**src/rtl/instruction_fetch_unit.sv**
```systemverilog
// Instruction fetch front end: holds the PC, issues one read at a time to
// instruction memory, queues returned words in a 2-entry buffer and hands
// them to the decoder with their PC under a valid/ready handshake. A redirect
// flushes the buffer and restarts fetch from the new target.
module instruction_fetch_unit #(
   parameter int                    ADDR_WIDTH = 17,
   parameter int                    LEN        = 32,
   parameter logic [ADDR_WIDTH-1:0] RESET_PC   = '0
) (
   input  logic                  clk,
   input  logic                  rst,
   input  logic                  chip_enabled,
   output logic                  mem_req,
   output logic [ADDR_WIDTH-1:0] mem_addr,
   input  logic                  mem_grant,
   input  logic                  mem_rvalid,
   input  logic [LEN-1:0]        mem_rdata,
   input  logic                  redirect_valid,
   input  logic [ADDR_WIDTH-1:0] redirect_pc,
   output logic [LEN-1:0]        instruction,
   output logic [ADDR_WIDTH-1:0] instr_pc,
   output logic                  instr_valid,
   input  logic                  instr_ready
);

   typedef enum logic [1:0] {
      S_IDLE,
      S_WAIT,
      S_DISCARD
   } state_t;

   state_t                state;
   state_t                state_next;
   logic [ADDR_WIDTH-1:0] pc;
   logic [ADDR_WIDTH-1:0] req_pc;
   logic [1:0]            count;
   logic [LEN-1:0]        buf_word [2];
   logic [ADDR_WIDTH-1:0] buf_pc   [2];
   logic                  issue;
   logic                  push;
   logic                  pop;

   // Handshake decode and buffer-head outputs; redirect suppresses issue, push and pop.
   always_comb begin
      mem_req     = !rst && (state == S_IDLE) && chip_enabled && !redirect_valid
                    && (count != 2'd2);
      mem_addr    = pc;
      issue       = mem_req && mem_grant;
      push        = (state == S_WAIT) && mem_rvalid && !redirect_valid;
      instr_valid = (count != 2'd0) && chip_enabled;
      pop         = instr_valid && instr_ready && !redirect_valid;
      instruction = (count != 2'd0) ? buf_word[0] : '0;
      instr_pc    = (count != 2'd0) ? buf_pc[0]   : '0;
   end

   // Next state: a response arriving in WAIT or DISCARD always returns to IDLE;
   // a redirect without a response turns the outstanding read into a stale one.
   always_comb begin
      state_next = state;
      case (state)
         S_IDLE: begin
            if (issue) state_next = S_WAIT;
         end
         S_WAIT: begin
            if (mem_rvalid)          state_next = S_IDLE;
            else if (redirect_valid) state_next = S_DISCARD;
         end
         S_DISCARD: begin
            if (mem_rvalid) state_next = S_IDLE;
         end
         default: state_next = S_IDLE;
      endcase
   end

   // Control state: FSM, PC, request PC and buffer occupancy.
   always_ff @(posedge clk) begin
      if (rst) begin
         state  <= S_IDLE;
         pc     <= RESET_PC;
         req_pc <= '0;
         count  <= 2'd0;
      end else begin
         state <= state_next;
         if (redirect_valid) begin
            count <= 2'd0;
            pc    <= redirect_pc & ~ADDR_WIDTH'(3);
         end else begin
            if (issue) begin
               pc     <= pc + ADDR_WIDTH'(4);
               req_pc <= pc;
            end
            case ({push, pop})
               2'b10:   count <= count + 2'd1;
               2'b01:   count <= count - 2'd1;
               default: count <= count;
            endcase
         end
      end
   end

   // Buffer storage: entry 0 is always the head, so a pop shifts entry 1 down
   // and a simultaneous push with one word held lands straight in the head.
   always_ff @(posedge clk) begin
      if (pop) begin
         if (push && (count == 2'd1)) begin
            buf_word[0] <= mem_rdata;
            buf_pc[0]   <= req_pc;
         end else begin
            buf_word[0] <= buf_word[1];
            buf_pc[0]   <= buf_pc[1];
         end
      end else if (push) begin
         if (count == 2'd0) begin
            buf_word[0] <= mem_rdata;
            buf_pc[0]   <= req_pc;
         end else begin
            buf_word[1] <= mem_rdata;
            buf_pc[1]   <= req_pc;
         end
      end
   end

endmodule

```
**config.mk**
```make
export PLATFORM = sky130hd
export DESIGN_NAME = instruction_fetch_unit
export DESIGN_NICKNAME = d
export VERILOG_FILES = /design/src/rtl/instruction_fetch_unit.sv
export SDC_FILE = /design/constraint.sdc
export NUM_CORES = 1
export LEC_CHECK = 0
export ABC_AREA = 1
export CAP_MARGIN = 20
export CORE_MARGIN = 2
export CORE_UTILIZATION = 55
export DETAILED_ROUTE_END_ITERATION = 12
export GPL_ROUTABILITY_DRIVEN = 0
export PLACE_DENSITY_LB_ADDON = 0.3
export SYNTH_ARGS = -nofsm -noshare
export SYNTH_HDL_FRONTEND = slang
export SYNTH_SLANG_ARGS = --single-unit
```
**constraint.sdc**
```tcl
create_clock -name clk -period 9.2 [get_ports clk]
set_input_delay 1.38 -clock clk [delete_from_list [all_inputs] [get_ports clk]]
set_output_delay 1.38 -clock clk [all_outputs]
set_load 0.01 [all_outputs]
```
==> impl_results.md, run 1 <==
- Crit path launch type: primary input
- Wire length per cell: 13.0 um
- Number of DRC markers in iteration 0: 306
- Die width: 107 um
- Core area: 10,300 sq um
- CP Max Fanout: 16
- Total wire length: 11.5 mm
- Post-route minimum period: 4.43 ns
- Vias/cell: 5.01
- Clk buf depth: 2
- Layout area overhead: 30.3%
- Max Freq: 226 MHz
- Register area share after synthesis: 60.0%
- Status: finished clean
- Number of port buffers: 117
- Die Ht: 107 um
- Hold buffers post-CTS: 0
- Final cell count without fillers: 885
- Dpl cells: 853
- Global-route wire length before repair: 18.6 mm
- Slew margin rel.: 34.1%
- Final setup viols: 0
- CTS Buf Count: 17
- Comb power frac: 5.7%
- Slew Limit Fails: 0
- Setup tns final: 0 ns
- Area share of the largest cell type after synthesis: 48.3%
- Syn Std Cell Area: 5840 sq um
- Die ar.: 11,500 sq um
- Static Leak: 3.18 nW
- Synth Warn #: 0
- Avg Inst Size Synth: 9.36 sq um
- Worst hold slack: 0.434 ns
- Post-cts sizing count: 0
- Final setup margin: 4.77 ns
- Critical Path AT: 3.05 ns
- Slew @ Worst Pin: 0.988 ns
- Gate Count Post-Synth: 624
- Initial Util: 56.6%
- Final worst path period share: 48.1%
- Via count: 4,435
- # rows: 37
- Largest net degree at the start of global routing: 95
- ANT nets after route: 0
- First-pass DRT Iterations: 5
- #FFs+latches synth: 128
- Critical path capture point type: output port
- Share of cells above drive strength 1: 8.54%
- Pwr Total: 1.35 mW
- Int Power: 1.09 mW
- Post-CTS Setup Inserts: 0
- Worst-Skew Late Latency: 0.51 ns
- Worst-path clk slew: 0.05 ns
- Area leader, netlist: edfxtp_1
- Ant diodes: 0
- Sw frac: 19.6%
- Hold Vio Cnt, Final: 0
- Worst vdd rail ir drop: 0.000111 V
- Total power divided by cell area: 178 nW/um^2
- Initial antenna violation count: 0
- Root Buffer: clkbuf_8
- # nets final: 797
- Clock tree sinks: 128
- CP Class: in -> out
- # fillers: 721
- Total track usage: 20.8%
- MaxCap Viol Count: 0
- Clock Skew: 0.00581 ns
- Sequential share of power: 46.9%
- RSZ-0062 raised after global routing: false
- H-tree depth: 4
- Netlist cell types: 31
- Clock power frac: 47.4%
- DP Worst Slack: 4.76 ns
- Top post-synthesis cells by area: edfxtp_1 48%, dfxtp_1 12%, inv_1 8.2%
- Congestion Overflow GR: 0
- HPWL Detailed: 7.64 mm
- Tightest Hold Check Type: reg -> reg
- Vias in the first global route: 4,199
- I/O pins: 124
- CTS tree: done
- Net Sw Power: 0.266 mW
- Number of remaining DRC errors: 0
- WP data required: 7.82 ns
## path summary, 6_finish.rpt
path                                      end  slack [ns]  depth (start not counted)      start
worst min-delay path            buf_pc[0][22]        0.43                          0  req_pc[5]
worst min register to register  buf_pc[0][22]        0.43                          0  req_pc[5]
worst max register to register  buf_pc[0][16]        6.24                          8   count[0]
worst max-delay path                  mem_req        4.77                          5        rst
## stage by stage
step | util [%] | instance area (sq um)
2_1_floorplan | - | 5850
3_3_place_gp | 68.1 | 7030
3_5_place_dp | 68.1 | 7030
4_1_cts | 73.7 | 7610
5_1_grt | 73.7 | 7610
6_report | 73.7 | 7610
## layout by cell type (no fill, tap or decap), drive strengths merged, types with 2 or more instances in the layout
master	instances
nor2	81
nand4	8
buf	4
nand3	33
conb	4
edfxtp	94
a21oi	28
dfxtp	34
clkdlybuf4s50	117
ha	5
nand2	106
o21ai	68
clkinv	4
clkbuf	26
bufinv	2
inv	130
## layer usage
metal,track usage (%),wire [um],vias to the layer above
li1,-,-,2207
met2,34.6,5700,150
met3,5.71,650,13
met5,0,0,-
met1,25.7,5000,2065
met4,8.44,134,0
## registers in the layout, summed over array words and instances (netlist names)
name and cells:
state 2, mem_addr 15, buf_word 64, buf_pc 30, req_pc 15, count 2
## cells by family (layout without fill, tap and decap cells)
| group | after synthesis | in the layout | synth area share (%) |
|---|---|---|---|
| compound gates | 97 | 97 | 9.83 |
| xor+xnor | 2 | 2 | 0.300 |
| buf+inv | 161 | 283 | 12.0 |
| flops | 128 | 128 | 60.0 |
| other cells | 1 | 4 | 0.0642 |
| fa+ha+maj | 5 | 5 | 1.07 |
| simple gates | 229 | 229 | 16.5 |
| mux | 1 | 1 | 0.171 |
## synth_stat cells, drive strengths merged
cell type    n
nor3         1
mux2i        1
inv        130
nand2      106
ha           5
o211ai       1
nand3       33
clkbuf       9
dfxtp       34
conb         1
a21oi       28
nand4        8
xor2         1
nor2        81
o21ai       68
edfxtp      94
buf         22
xnor2        1
## worst max-delay path: stages
cell and delay, ns:
clkdlybuf4s50_1 0.73, nor2_4 0.26, nand3_1 0.10, inv_1 0.06, clkdlybuf4s50_1 0.52
## power by group through the flow
stage | Clock [mW] | Combinational, mW | Sequential, mW
2_1_floorplan | 0 | 0.0360 | 0.646
3_3_place_gp | 0 | 0.0740 | 0.645
3_5_place_dp | 0 | 0.0769 | 0.646
4_1_cts | 0.650 | 0.0780 | 0.634
5_1_grt | 0.673 | 0.0858 | 0.635
6_report | 0.642 | 0.0778 | 0.634
## layout make-up
type | count | area, sq um | share of cell area [%]
tap | 136 | 170 | 2.24
sequential | 128 | 3500 | 46.0
timing repair buffer | 121 | 1200 | 15.8
clock inverter | 6 | 78.8 | 1.04
clock buffer | 26 | 499 | 6.56
inverter | 130 | 493 | 6.48
multi-input combinational | 338 | 1660 | 21.9
Note: power is estimated with default switching activity, not from simulation.
==> run 2: changes to the inputs <==
- CORE_UTILIZATION: 55 -> 51
- clock period: 9.2 -> 4.5 ns (I/O delays scaled with it)
==> run 2 against run 1 <==
Net effect: via count shrank 1.3%; combinational power grew 110%; design area grew 1.3%; sequential cell count is the same; critical endpoint is now instr_pc[8]; global-route usage shrank 1.3 points; largest cell class unchanged; clock skew grew 0.0035 ns; utilization shrank 5.3 points; sequential power grew 110%; sequential share of layout area shrank 0.61 points.
==> impl_results.md, run 2 (synthesis results as in run 1) <==
- Initial antenna violation count: 0 (unchanged)
- Root Buffer: clkbuf_16 (was clkbuf_8)
- Vias in the first global route: 4,187 (was 4,199)
- Max Freq: 322 MHz
- Largest regs: buf_word x64, buf_pc x30 (unchanged)
- Critical Path AT: 2.43 ns (was 3.05 ns)
- Slew @ Worst Pin: 1.00 ns (was 0.988 ns)
- Worst-Skew Late Latency: 0.41 ns (was 0.51 ns)
- I/O pins: 124 (unchanged)
- Area of placed instances: 7070 sq um (was 7030 sq um)
- Post-CTS Setup Inserts: 0 (unchanged)
- Clk buf depth: 2 (unchanged)
- HPWL Detailed: 7.62 mm (was 7.64 mm)
- Post-route minimum period: 3.10 ns
- Clock Skew: 0.00936 ns (was 0.00581 ns)
- MaxCap Viol Count: 0 (unchanged)
- Wire length per cell: 13.0 um (about the same)
- Critical path capture point type: output port (unchanged)
- ANT nets after route: 0 (unchanged)
- Global-route wire length before repair: 19.5 mm (was 18.6 mm)
- Total power divided by cell area: 379 nW/um^2 (was 178 nW/um^2)
- Total track usage: 19.6% (was 20.8%)
- Die Ht: 111 um (was 107 um)
- Hold buffers post-CTS: 0 (unchanged)
- # fillers: 868 (was 721)
- RSZ-0062 raised after global routing: false (unchanged)
- Congestion Overflow GR: 0 (unchanged)
- CTS Buf Count: 17 (unchanged)
- Storage element area: 3500 sq um (unchanged)
- Number of DRC markers in iteration 0: 280 (was 306)
- Worst vdd rail ir drop: 0.000226 V (was 0.000111 V)
- Layout area overhead: 32.0% (was 30.3%)
- Share of cells above drive strength 1: 9.44% (was 8.54%)
- Worst-path clk slew: 0.06 ns (was 0.05 ns)
- Crit path launch type: flop (was primary input)
- Worst hold slack: 0.438 ns (was 0.434 ns)
- Final setup viols: 0 (unchanged)
- Die ar.: 12,300 sq um (was 11,500 sq um)
- Fin area: 7710 sq um (was 7610 sq um)
- # rows: 39 (was 37)
- Tightest Hold Check Type: reg -> reg (unchanged)
- Clock tree sinks: 128 (unchanged)
- WP data required: 3.83 ns (was 7.82 ns)
- Ant diodes: 0 (unchanged)
- Largest net degree at the start of global routing: 51 (was 95)
- Post-cts sizing count: 0 (unchanged)
- Slew margin rel.: 33.2% (was 34.1%)
- Max reg flops: 64 (unchanged)
- Status: finished clean (unchanged)
- CP Class: reg -> out (was in -> out)
- Initial Util: 51.8% (was 56.6%)
- CTS tree: done (unchanged)
- First-pass DRT Iterations: 5 (unchanged)
- Setup tns final: 0 ns (unchanged)
- Die width: 111 um (was 107 um)
- Static Leak: 3.22 nW (was 3.18 nW)
- # nets final: 800 (was 797)
- Number of remaining DRC errors: 0 (unchanged)
- Register name with the most flops: buf_word (unchanged)
- Core area: 11,300 sq um (was 10,300 sq um)
- Multi-input logic area: 1670 sq um (was 1660 sq um)
- Vias/cell: 4.89 (was 5.01)
- Slew Limit Fails: 0 (unchanged)
- CP Max Fanout: 50 (was 16)
- Via count: 4,376 (was 4,435)
- Total wire length: 11.6 mm (was 11.5 mm)
- Final worst path period share: 69.0%
- Commonest non-fill, non-tap cell in the layout: inv_1 (unchanged)
- H-tree depth: 4 (unchanged)
- Hold Vio Cnt, Final: 0 (unchanged)
- Pwr Total: 2.93 mW (was 1.35 mW)
- Number of port buffers: 117 (unchanged)
- Most frequent cells in the layout: 127 x inv_1, 117 x clkdlybuf4s50_1, 106 x nand2_1 (unchanged)
[run 2: power breakdown]
group | switching [mW] | internal [mW] | total (mW)
clock network | 0.492 | 0.979 | 1.47
logic | 0.0738 | 0.0861 | 0.160
registers | 0.0169 | 1.28 | 1.30
total | 0.583 | 2.34 | 2.93
[run 2: area by class of cell]
class                      count  area share (%)
timing repair buffer         124            15.9
multi-input combinational    338            21.7
sequential                   128            45.4
clock inverter                15            2.82
tap                          143            2.32
inverter                     130            6.39
clock buffer                  17            5.52
[run 2: worst paths after layout]
check | from | end | slack [ns] | cells past startpoint
worst max-delay path | count[0] | instr_pc[8] | 1.40 | 4
worst min-delay path | req_pc[5] | buf_pc[0][22] | 0.44 | 0
worst max register to register | count[0] | buf_pc[0][15] | 1.68 | 8
worst min register to register | req_pc[5] | buf_pc[0][22] | 0.44 | 0
[run 2: routing by layer]
layer | vias to the layer above | global-route usage [%] | share of wire (%)
li1 | 2216 | - | -
met5 | - | 0 | 0
met2 | 142 | 32.7 | 49
met4 | 0 | 6.75 | 1.2
met1 | 1998 | 24.9 | 44
met3 | 20 | 5.14 | 5.9
[run 2: critical path, stage by stage, from the launching register on]
cell,delay [ns]
dfxtp_1,0.31
inv_1,0.11
ha_2,0.86
nor2_1,0.14
clkdlybuf4s50_1,0.57
[run 2: through the flow]
step	utilization [%]	setup WS, ns	std cells
2_1_floorplan	-	0.901	627
3_3_place_gp	62.7	1.50	863
3_5_place_dp	62.7	1.43	863
4_1_cts	68.4	1.37	895
5_1_grt	68.4	1.23	895
6_report	68.4	1.40	895
